## src/rtl/fetch_pkg.sv

```systemverilog
// rtl/fetch_pkg.sv - shared widths, defaults, entry type and FSM encoding for the fetch unit
package fetch_pkg;

  localparam int INST_W = 32;
  localparam int ADDR_W = 32;

  localparam logic [ADDR_W-1:0] PC_INC_DEFAULT   = 32'd4;
  localparam logic [ADDR_W-1:0] RESET_PC_DEFAULT = 32'h0000_0000;
  localparam int                FIFO_DEPTH_DEFAULT = 2;

  localparam logic [INST_W-1:0] NOP_WORD = 32'h0000_0000;

  // Fetch FSM encoding
  localparam logic [0:0] ST_RUN   = 1'b0;
  localparam logic [0:0] ST_FLUSH = 1'b1;

  typedef struct packed {
    logic [ADDR_W-1:0] pc;
    logic [INST_W-1:0] inst;
  } fetch_entry_t;

  // Redirect targets are always word aligned.
  function automatic logic [ADDR_W-1:0] align_pc(input logic [ADDR_W-1:0] a);
    return {a[ADDR_W-1:2], 2'b00};
  endfunction

endpackage

```

## src/rtl/inst_fetch_unit_if.sv

```systemverilog
// rtl/inst_fetch_unit_if.sv - instruction-memory, redirect and decode handshake bundle
//   master (fetch unit): drives pc, if_valid, if_inst, if_pc
//   slave  (memory/execute/decode side): drives inst_reg, redirect, redirect_pc, if_ready
interface inst_fetch_unit_if;
  import fetch_pkg::*;

  logic [ADDR_W-1:0] pc;
  logic [INST_W-1:0] inst_reg;
  logic              redirect;
  logic [ADDR_W-1:0] redirect_pc;
  logic              if_valid;
  logic              if_ready;
  logic [INST_W-1:0] if_inst;
  logic [ADDR_W-1:0] if_pc;

  modport master (
    output pc, if_valid, if_inst, if_pc,
    input  inst_reg, redirect, redirect_pc, if_ready
  );

  modport slave (
    input  pc, if_valid, if_inst, if_pc,
    output inst_reg, redirect, redirect_pc, if_ready
  );

endinterface

```

## src/rtl/fetch_fifo.sv

```systemverilog
// rtl/fetch_fifo.sv - DEPTH-entry buffer of {pc,inst} pairs with flush and push+pop on full
//   clk, rst_n      : clock, async active-low reset
//   push, wdata     : write entry at tail
//   pop             : drop head entry
//   flush           : empty the buffer (wins over push/pop)
//   rdata, count    : head entry, occupancy
module fetch_fifo
  import fetch_pkg::*;
#(
  parameter  int DEPTH = 2,
  localparam int AW    = $clog2(DEPTH),
  localparam int CW    = AW + 1
) (
  input  logic         clk,
  input  logic         rst_n,
  input  logic         push,
  input  fetch_entry_t wdata,
  input  logic         pop,
  input  logic         flush,
  output fetch_entry_t rdata,
  output logic [CW-1:0] count
);

  fetch_entry_t   mem [DEPTH];
  logic [AW-1:0]  wr_ptr;
  logic [AW-1:0]  rd_ptr;

  // Storage is not reset; occupancy alone decides what is visible.
  always_ff @(posedge clk) begin
    if (push && !flush) mem[wr_ptr] <= wdata;
  end

  always_ff @(posedge clk or negedge rst_n) begin
    if (!rst_n) begin
      wr_ptr <= '0;
      rd_ptr <= '0;
      count  <= '0;
    end else if (flush) begin
      wr_ptr <= '0;
      rd_ptr <= '0;
      count  <= '0;
    end else begin
      if (push) wr_ptr <= wr_ptr + AW'(1);
      if (pop)  rd_ptr <= rd_ptr + AW'(1);
      count <= count + CW'(push) - CW'(pop);
    end
  end

  assign rdata = mem[rd_ptr];

endmodule

```

## src/rtl/inst_fetch_unit.sv

```systemverilog
// rtl/inst_fetch_unit.sv - fetch PC, instruction capture, fetch buffer and decode handoff
//   clk, rst_n : clock, async active-low reset
//   bus        : inst_fetch_unit_if.master (pc/inst_reg, redirect, decode valid/ready)
//   FETCH_PERF_EN defined: adds fetch_cnt and stall_cnt outputs
module inst_fetch_unit
  import fetch_pkg::*;
#(
  parameter logic [ADDR_W-1:0] RESET_PC   = RESET_PC_DEFAULT,
  parameter int                FIFO_DEPTH = FIFO_DEPTH_DEFAULT,
  parameter logic [ADDR_W-1:0] PC_INC     = PC_INC_DEFAULT
) (
  input logic               clk,
  input logic               rst_n,
  inst_fetch_unit_if.master bus
`ifdef FETCH_PERF_EN
  ,
  output logic [31:0]       fetch_cnt,
  output logic [31:0]       stall_cnt
`endif
);

  localparam int CW = $clog2(FIFO_DEPTH) + 1;

  logic [0:0]        state;
  logic [ADDR_W-1:0] pc_q;
  logic [CW-1:0]     count;
  fetch_entry_t      head;
  fetch_entry_t      wentry;
  logic              has_entry;
  logic              pop;
  logic              push;

  assign has_entry = (count != '0) && (state == ST_RUN);

  // Redirect wins over both pop and push.
  assign pop  = has_entry && bus.if_ready && !bus.redirect;
  assign push = !bus.redirect && ((count < CW'(FIFO_DEPTH)) || pop);

  assign wentry = '{pc: pc_q, inst: bus.inst_reg};

  fetch_fifo #(.DEPTH(FIFO_DEPTH)) u_fifo (
    .clk   (clk),
    .rst_n (rst_n),
    .push  (push),
    .wdata (wentry),
    .pop   (pop),
    .flush (bus.redirect),
    .rdata (head),
    .count (count)
  );

  // FLUSH covers the cycle after a redirect: the buffer is empty and pc
  // already holds the target, so the word sampled there is the new stream's.
  always_ff @(posedge clk or negedge rst_n) begin
    if (!rst_n) begin
      state <= ST_RUN;
      pc_q  <= RESET_PC;
    end else begin
      state <= bus.redirect ? ST_FLUSH : ST_RUN;
      if (bus.redirect)
        pc_q <= align_pc(bus.redirect_pc);
      else if (push)
        pc_q <= pc_q + PC_INC;
    end
  end

  assign bus.pc       = pc_q;
  assign bus.if_valid = has_entry;
  assign bus.if_inst  = has_entry ? head.inst : NOP_WORD;
  assign bus.if_pc    = has_entry ? head.pc   : '0;

`ifdef FETCH_PERF_EN
  always_ff @(posedge clk or negedge rst_n) begin
    if (!rst_n) begin
      fetch_cnt <= '0;
      stall_cnt <= '0;
    end else begin
      if (push && fetch_cnt != 32'hFFFF_FFFF)
        fetch_cnt <= fetch_cnt + 32'd1;
      if (has_entry && !bus.if_ready && stall_cnt != 32'hFFFF_FFFF)
        stall_cnt <= stall_cnt + 32'd1;
    end
  end
`endif

endmodule

```

## src/flat_wrapper.sv

```systemverilog
// flat-port wrapper written by rule: the top's interface ports become plain ports
module inst_fetch_unit_flat import fetch_pkg::*;
#(
  parameter logic [ADDR_W-1:0] RESET_PC   = RESET_PC_DEFAULT,
  parameter int                FIFO_DEPTH = FIFO_DEPTH_DEFAULT,
  parameter logic [ADDR_W-1:0] PC_INC     = PC_INC_DEFAULT
)
  (clk, rst_n, bus_pc, bus_if_valid, bus_if_inst, bus_if_pc, bus_inst_reg, bus_redirect, bus_redirect_pc, bus_if_ready);
  inst_fetch_unit_if bus_i ();
  input logic clk;
  input logic rst_n;
  output wire logic [$bits(bus_i.pc)-1:0] bus_pc;
  output wire logic [$bits(bus_i.if_valid)-1:0] bus_if_valid;
  output wire logic [$bits(bus_i.if_inst)-1:0] bus_if_inst;
  output wire logic [$bits(bus_i.if_pc)-1:0] bus_if_pc;
  input wire logic [$bits(bus_i.inst_reg)-1:0] bus_inst_reg;
  input wire logic [$bits(bus_i.redirect)-1:0] bus_redirect;
  input wire logic [$bits(bus_i.redirect_pc)-1:0] bus_redirect_pc;
  input wire logic [$bits(bus_i.if_ready)-1:0] bus_if_ready;
  assign bus_pc = bus_i.pc;
  assign bus_if_valid = bus_i.if_valid;
  assign bus_if_inst = bus_i.if_inst;
  assign bus_if_pc = bus_i.if_pc;
  assign bus_i.inst_reg = bus_inst_reg;
  assign bus_i.redirect = bus_redirect;
  assign bus_i.redirect_pc = bus_redirect_pc;
  assign bus_i.if_ready = bus_if_ready;
  inst_fetch_unit #(.RESET_PC(RESET_PC), .FIFO_DEPTH(FIFO_DEPTH), .PC_INC(PC_INC)) u_core (.clk(clk), .rst_n(rst_n), .bus(bus_i));
endmodule
```

## config.mk

```make
export PLATFORM = sky130hd
export DESIGN_NAME = inst_fetch_unit_flat
export DESIGN_NICKNAME = d
export VERILOG_FILES = /design/src/rtl/fetch_pkg.sv /design/src/rtl/inst_fetch_unit_if.sv /design/src/rtl/fetch_fifo.sv /design/src/rtl/inst_fetch_unit.sv /design/src/flat_wrapper.sv
export SDC_FILE = /design/constraint.sdc
export NUM_CORES = 1
export LEC_CHECK = 0
export CORE_ASPECT_RATIO = 1.4
export CORE_UTILIZATION = 30
export CTS_CLUSTER_DIAMETER = 30
export DETAILED_ROUTE_END_ITERATION = 10
export GPL_TIMING_DRIVEN = 0
export PLACE_DENSITY = 0.54
export RECOVER_POWER = 25
export SLEW_MARGIN = 10
export SYNTH_ARGS = -nofsm -noshare
export SYNTH_HDL_FRONTEND = slang
export SYNTH_HIERARCHICAL = 1
export SYNTH_SLANG_ARGS = --single-unit
```

## constraint.sdc

```tcl
create_clock -name clk -period 8.2 [get_ports clk]
set_input_delay 0.82 -clock clk [delete_from_list [all_inputs] [get_ports clk]]
set_output_delay 0.82 -clock clk [all_outputs]
set_load 0.01 [all_outputs]
```

# After elaboration in Yosys (flattened, before gate mapping)

Memories as Yosys holds them, arrays and structs flattened.
Cells that the tools add are included.

Flip-flop bits (word level): 37
Memory bits (writable): 128
Input port bits: 68
Output and inout port bits: 97
Word-level logic and storage cells: 35
Memories: 1

Memory list:

| name              | words | bits a word | rd ports | clocked after Yosys merged registers in | write ports | line             | source |
|---|---|---|---|---|---|---|---|
| u_core.u_fifo.mem | 2     | 64          | 1        | 0                                       | 1           | fetch_fifo.sv:24 | `fetch_entry_t mem [DEPTH];` |

$add $sub $neg: 5
$lt $le $gt $ge: 1
Muxes and demuxes: 12
Bitwise logic cells: 1
Reductions and logical operators: 10

Operators with widths:

| operator                                                         | count |
|---|---|
| 32-bit 2-to-1 mux                                                | 4 |
| 32-bit by 3-bit adder with 32-bit output (second input constant) | 1 |
| 1-bit 2-to-1 mux                                                 | 7 |
| 2-bit nonzero test                                               | 3 |
| 1-bit logical AND                                                | 5 |
| 1-bit adder (second input constant)                              | 2 |
| 2-bit by 1-bit adder with 2-bit output                           | 1 |
| 2-bit less-than comparator (second input constant)               | 1 |
| 2-bit 2-to-1 mux                                                 | 1 |
| 2-bit by 1-bit subtractor with 2-bit output                      | 1 |
| 1-bit logical NOT                                                | 1 |
| 1-bit logical OR                                                 | 1 |
| 1-bit inverter                                                   | 1 |

# Longest topological paths before layout

Depth after elaboration: 9
Gate-level depth with buffers: 10
Depth with buffers taken out: 9

# By module

The synthesis kept the hierarchy.

By module, submodules not included:

| module          | times used | cells each | area an instance (um^2) | sequential area each (um^2) |
|---|---|---|---|---|
| fetch_fifo      | 1          | 216        | 5,027.3                 | 3,943.8 |
| inst_fetch_unit | 1          | 300        | 2,399.8                 | 775.7 |

# Worst setup path after synthesis

Ideal clock, no wire load.

Path kind: input port to flip-flop
Start point: input bus_if_ready
End point: memory u_core/u_fifo/mem[1][0] (netlist bit) (enable)
Library setup time: 0.579 ns
Arrival time: 6.245 ns
Required time: 7.621 ns
Setup slack: 1.376 ns
Stages: 6
Path buffers: 1
Cell sequence: or2b_1 > and2_1 > clkbuf_1 > nor2_1 > inv_1 > nor3b_1

Cells in the longest elaborated chain, start to end: 7

Ends and longest elaborated chain:

| element                                | line                  | source |
|---|---|---|
| start, declared                        | flat_wrapper.sv:19    | `input wire logic [$bits(bus_i.if_ready)-1:0] bus_if_ready;` |
| 1-bit logical AND (2 in a row)         | inst_fetch_unit.sv:36 | `assign pop = has_entry && bus.if_ready && !bus.redirect;` |
| 1-bit logical OR                       | inst_fetch_unit.sv:37 | `assign push = !bus.redirect && ((count < CW'(FIFO_DEPTH)) \|\| pop);` |
| 1-bit logical AND                      | inst_fetch_unit.sv:37 |  |
| named net u_core.push                  | inst_fetch_unit.sv:31 | `logic push;` |
| 1-bit logical AND                      | fetch_fifo.sv:30      | `if (push && !flush) mem[wr_ptr] <= wdata;` |
| 1-bit 2-to-1 mux                       | fetch_fifo.sv:30      |  |
| 1-bit 2-to-1 mux (implied by the code) | fetch_fifo.sv:30      |  |
| end, declared                          | fetch_fifo.sv:24      |  |

The timed path passes the listed nets, and every way through them passes these cells.

# Final worst setup path

Start point: register u_core.u_fifo.count[1]
End point: output bus_if_pc[14]

Cells in the longest elaborated chain, start to end: 3

Ends and longest elaborated chain:

| element                | line                  | source |
|---|---|---|
| start, declared        | fetch_fifo.sv:21      | `output logic [CW-1:0] count` |
| start signal, assigned | fetch_fifo.sv:45      | `count <= count + CW'(push) - CW'(pop);` |
| 2-bit nonzero test     | inst_fetch_unit.sv:33 | `assign has_entry = (count != '0) && (state == ST_RUN);` |
| 1-bit logical AND      | inst_fetch_unit.sv:33 |  |
| 32-bit 2-to-1 mux      | inst_fetch_unit.sv:70 | `assign bus.if_pc = has_entry ? head.pc : '0;` |
| end, declared          | flat_wrapper.sv:15    | `output wire logic [$bits(bus_i.if_pc)-1:0] bus_if_pc;` |

Every way passes these cells.

==> results.ini <==
[setup_path]
critPathMaxFanout = 10
rrSetupSlack_ns = 5.27
worst_path_max_delay_cell = clkbuf_1
path_class = reg2out
arrival_ns = 3.41
crit_required_ns = 7.38
cp_top_family = buffers and inverters
cp_cell_sequence = clkbuf_1 -> nor2_1 -> nor2_1 -> clkbuf_1 -> clkbuf_1 -> and2_1 -> clkdlybuf4s50_1
cp_common_cell = clkbuf_1
cp-end-kind = output port
r2r_cells = 10
start_kind = register
r2r-end = u_core/u_fifo/count[1]
path_buf_inv = 4
reg2reg_from = u_core/u_fifo/count[1]
slowest_delay_ns = 0.59

[clocking]
post_cts_buffers = 0
htreeDepth = 4
cts.path.max_buffers = 2
cts_hold_buf = 0
insertion_delay_ns = 0.43
cts_resized = 0
cts.root.buffer_cell = clkbuf_16
cts_tree = done
clkSinkCount = 163
cts_buffers = 17
cts.clk_slew.worst_paths_ns = 0.07

[synthesis]
synthCells = 516
yosysTopAreaCell = edfxtp_1
yosysWarnings = 6
yosysTopAreaCellShare_pct = 51.75
synth-seq-cells = 163
netlist_area_um2 = 7427
synth.area.top_cells = edfxtp_1 52%, dfrtp_1 12%, mux2_4 10%
synthAdderAreaFrac_pct = 0.5054
yosysSeqAreaShare_pct = 63.54
synth_xor_area_share_pct = 1.482
synth-compound-area-share_pct = 5.745
ys_types = 48
avgSynthCellArea_um2 = 14.39
muxShareOfSynthArea_pct = 12.52
ys.flop_type = edfxtp_1
synth-edff-count = 128
synthArstFlopShare_pct = 21.47
synth-simple-area-share_pct = 13.41
synth_top_family_by_area = simple AND/OR/NAND/NOR gates

[layout]
fin_area_um2 = 10160
fill_cells = 2247
drive_gt1_share_pct = 17.17
layout_commonest_cell = clkdlybuf4s50_1
area_delta_synth_final_pct = 36.76
final_cell_mix = 154 x clkdlybuf4s50_1, 128 x edfxtp_1, 66 x and2_1
multiInputGateArea_um2 = 2532
utilization_pct = 42.07
n_antenna_cell = 0
layout.nets = 786
regArea_um2 = 4720

[global_routing]
grt_pass1_wl_um = 28230
grt_max_degree = 36
track_usage_pct = 15.01
overflow = 0
grt_pass1_vias = 5077
antenna_found_initial = 0

[drt]
dr.pass1.iters = 4
drtAntennaViolNets = 0
wl_per_cell_um = 17.82
vias_per_cell = 4.702
totalWireLength_um = 18490
drt-initial-drc-count = 281
drc = 0
vias = 4881

[sta]
tns_ns = 0
fmax_ghz = 0.2363
max_slew_margin_pct = -34.55
setup_viol = 0
final.min_clock_period_ns = 4.233
period_share_pct = 51.62
slew_viol_final = 36
rsz0062_at_grt = false
clock_skew_ns = 0.01286
worst_slew_pin_slew_ns = 2.018
setup_ws_ns = 3.967
hold_violations = 0

[min_path]
hp-start = u_core/u_fifo/wr_ptr
min_to = u_core/u_fifo/wr_ptr
whs_path_depth = 2
hold_class = reg2reg

[status]
status = complete, but fails checks
violations = capacitance limit, slew limit

[die]
die_h_um = 188.2
core_area_um2 = 24140
rows = 67
die_area_um2 = 25400
fp.dieW_um = 135.0
initial_core_util_pct = 30.76
ios = 165

[placement]
place_ws_ns = 4.019
dpl-instance-area_um2 = 9595
portBuffers = 160
routabilityCongestion = 0.8790
place.detailed.hpwl_um = 13650

[power_and_ir_drop]
p_per_area_nw_per_um2 = 217.1
vdd_drop_max_v = 0.0001548
leakage_nw = 3.595

[job]
cap_violations = 1

[cell families (layout without fill, tap and decap cells)]
logic type               Yosys count  in the layout
other                              1              6
flip-flops                       163            163
multiplexers                      66             66
AO/OA/AOI/OAI                     60             60
AND/OR/NAND/NOR                  174            174
adder cells (fa/ha/maj)            3              3
XOR/XNOR                          11             11
buffers and inverters             38            245
[worst max-delay path by stage]
stage | slack (ns) | cells past startpoint | from | end
floorplan | 1.38 | 6 | bus_if_ready | u_core/u_fifo/mem[1][0]
global placement | -2.27 | 6 | bus_redirect | u_core/u_fifo/mem[1][3]
detailed placement | 4.02 | 9 | bus_redirect | u_core/u_fifo/mem[1][23]
CTS | 3.84 | 7 | u_core/u_fifo/count[1] | bus_if_pc[15]
global route | 3.63 | 7 | u_core/u_fifo/count[1] | bus_if_pc[12]
finish | 3.97 | 7 | u_core/u_fifo/count[1] | bus_if_pc[14]
[worst register-to-register path, delay by kind of cell (launching register included)]
| kind | cells | cell delay (ns) |
|---|---|---|
| buffers and inverters | 3 | 1.07 |
| AND/OR/NAND/NOR | 4 | 0.75 |
| flip-flops | 1 | 0.44 |
| adder cells (fa/ha/maj) | 2 | 0.39 |
| XOR/XNOR | 1 | 0.21 |
[metrics by stage]
| step | hold WS, ns | total power [mW] | std cells |
|---|---|---|---|
| global route | 0.6258 | 2.294 | 1038 |
| CTS | 0.3237 | 2.239 | 1038 |
| global placement | 0.5389 | 1.438 | 991 |
| finish | 0.5859 | 2.205 | 1038 |
| detailed placement | 0.5654 | 1.449 | 1006 |
| floorplan | 0.5156 | 1.224 | 521 |
[sequential cells by signal, indices dropped and copies added, names as in the netlist]
signal	cells
u_core/bus.pc	30
u_core/state	1
u_core/u_fifo/count	2
u_core/u_fifo/mem	128
u_core/u_fifo/rd_ptr	1
u_core/u_fifo/wr_ptr	1
[final cells by class]
cell class                      count  area share (%)
Multi-Input combinational cell    320           24.93
Clock buffer                       20           4.398
Timing Repair Buffer              175           17.09
Buffer                             30           1.712
Inverter                            8          0.2956
Clock inverter                     12           1.293
Tap cell                          310           3.819
Sequential cell                   163           46.46
[report_power, final]
group	total (mW)	switching, mW	leakage (nW)	internal [mW]
clock	0.781	0.325	0.274	0.456
sequential	1.02	0.0521	1.58	0.963
combinational	0.410	0.186	1.74	0.224
total	2.21	0.562	3.59	1.64
[Yosys cell counts (all sizes together) (3+ instances only)]
library cell / number
edfxtp: 128
and2: 66
mux2: 65
dfrtp: 35
nor2: 26
nand2: 22
clkbuf: 20
a31oi: 16
or4: 15
o31ai: 12
nand4: 11
o21ai: 11
buf: 10
inv: 8
nand3: 8
xnor2: 7
and3: 6
a211oi: 4
and4: 4
ha: 3
nor2b: 3
nor3: 3
o211ai: 3
or3: 3
xor2: 3
[layer usage]
layer / GRT usage, % / vias up / share of wire [%]
li1: - / 2343 / -
met1: 18.03 / 2364 / 43
met2: 25.54 / 146 / 51
met3: 2.959 / 28 / 3.8
met4: 7.174 / 0 / 2.5
met5: 0 / - / 0
Power figures use the tool's default switching activity.
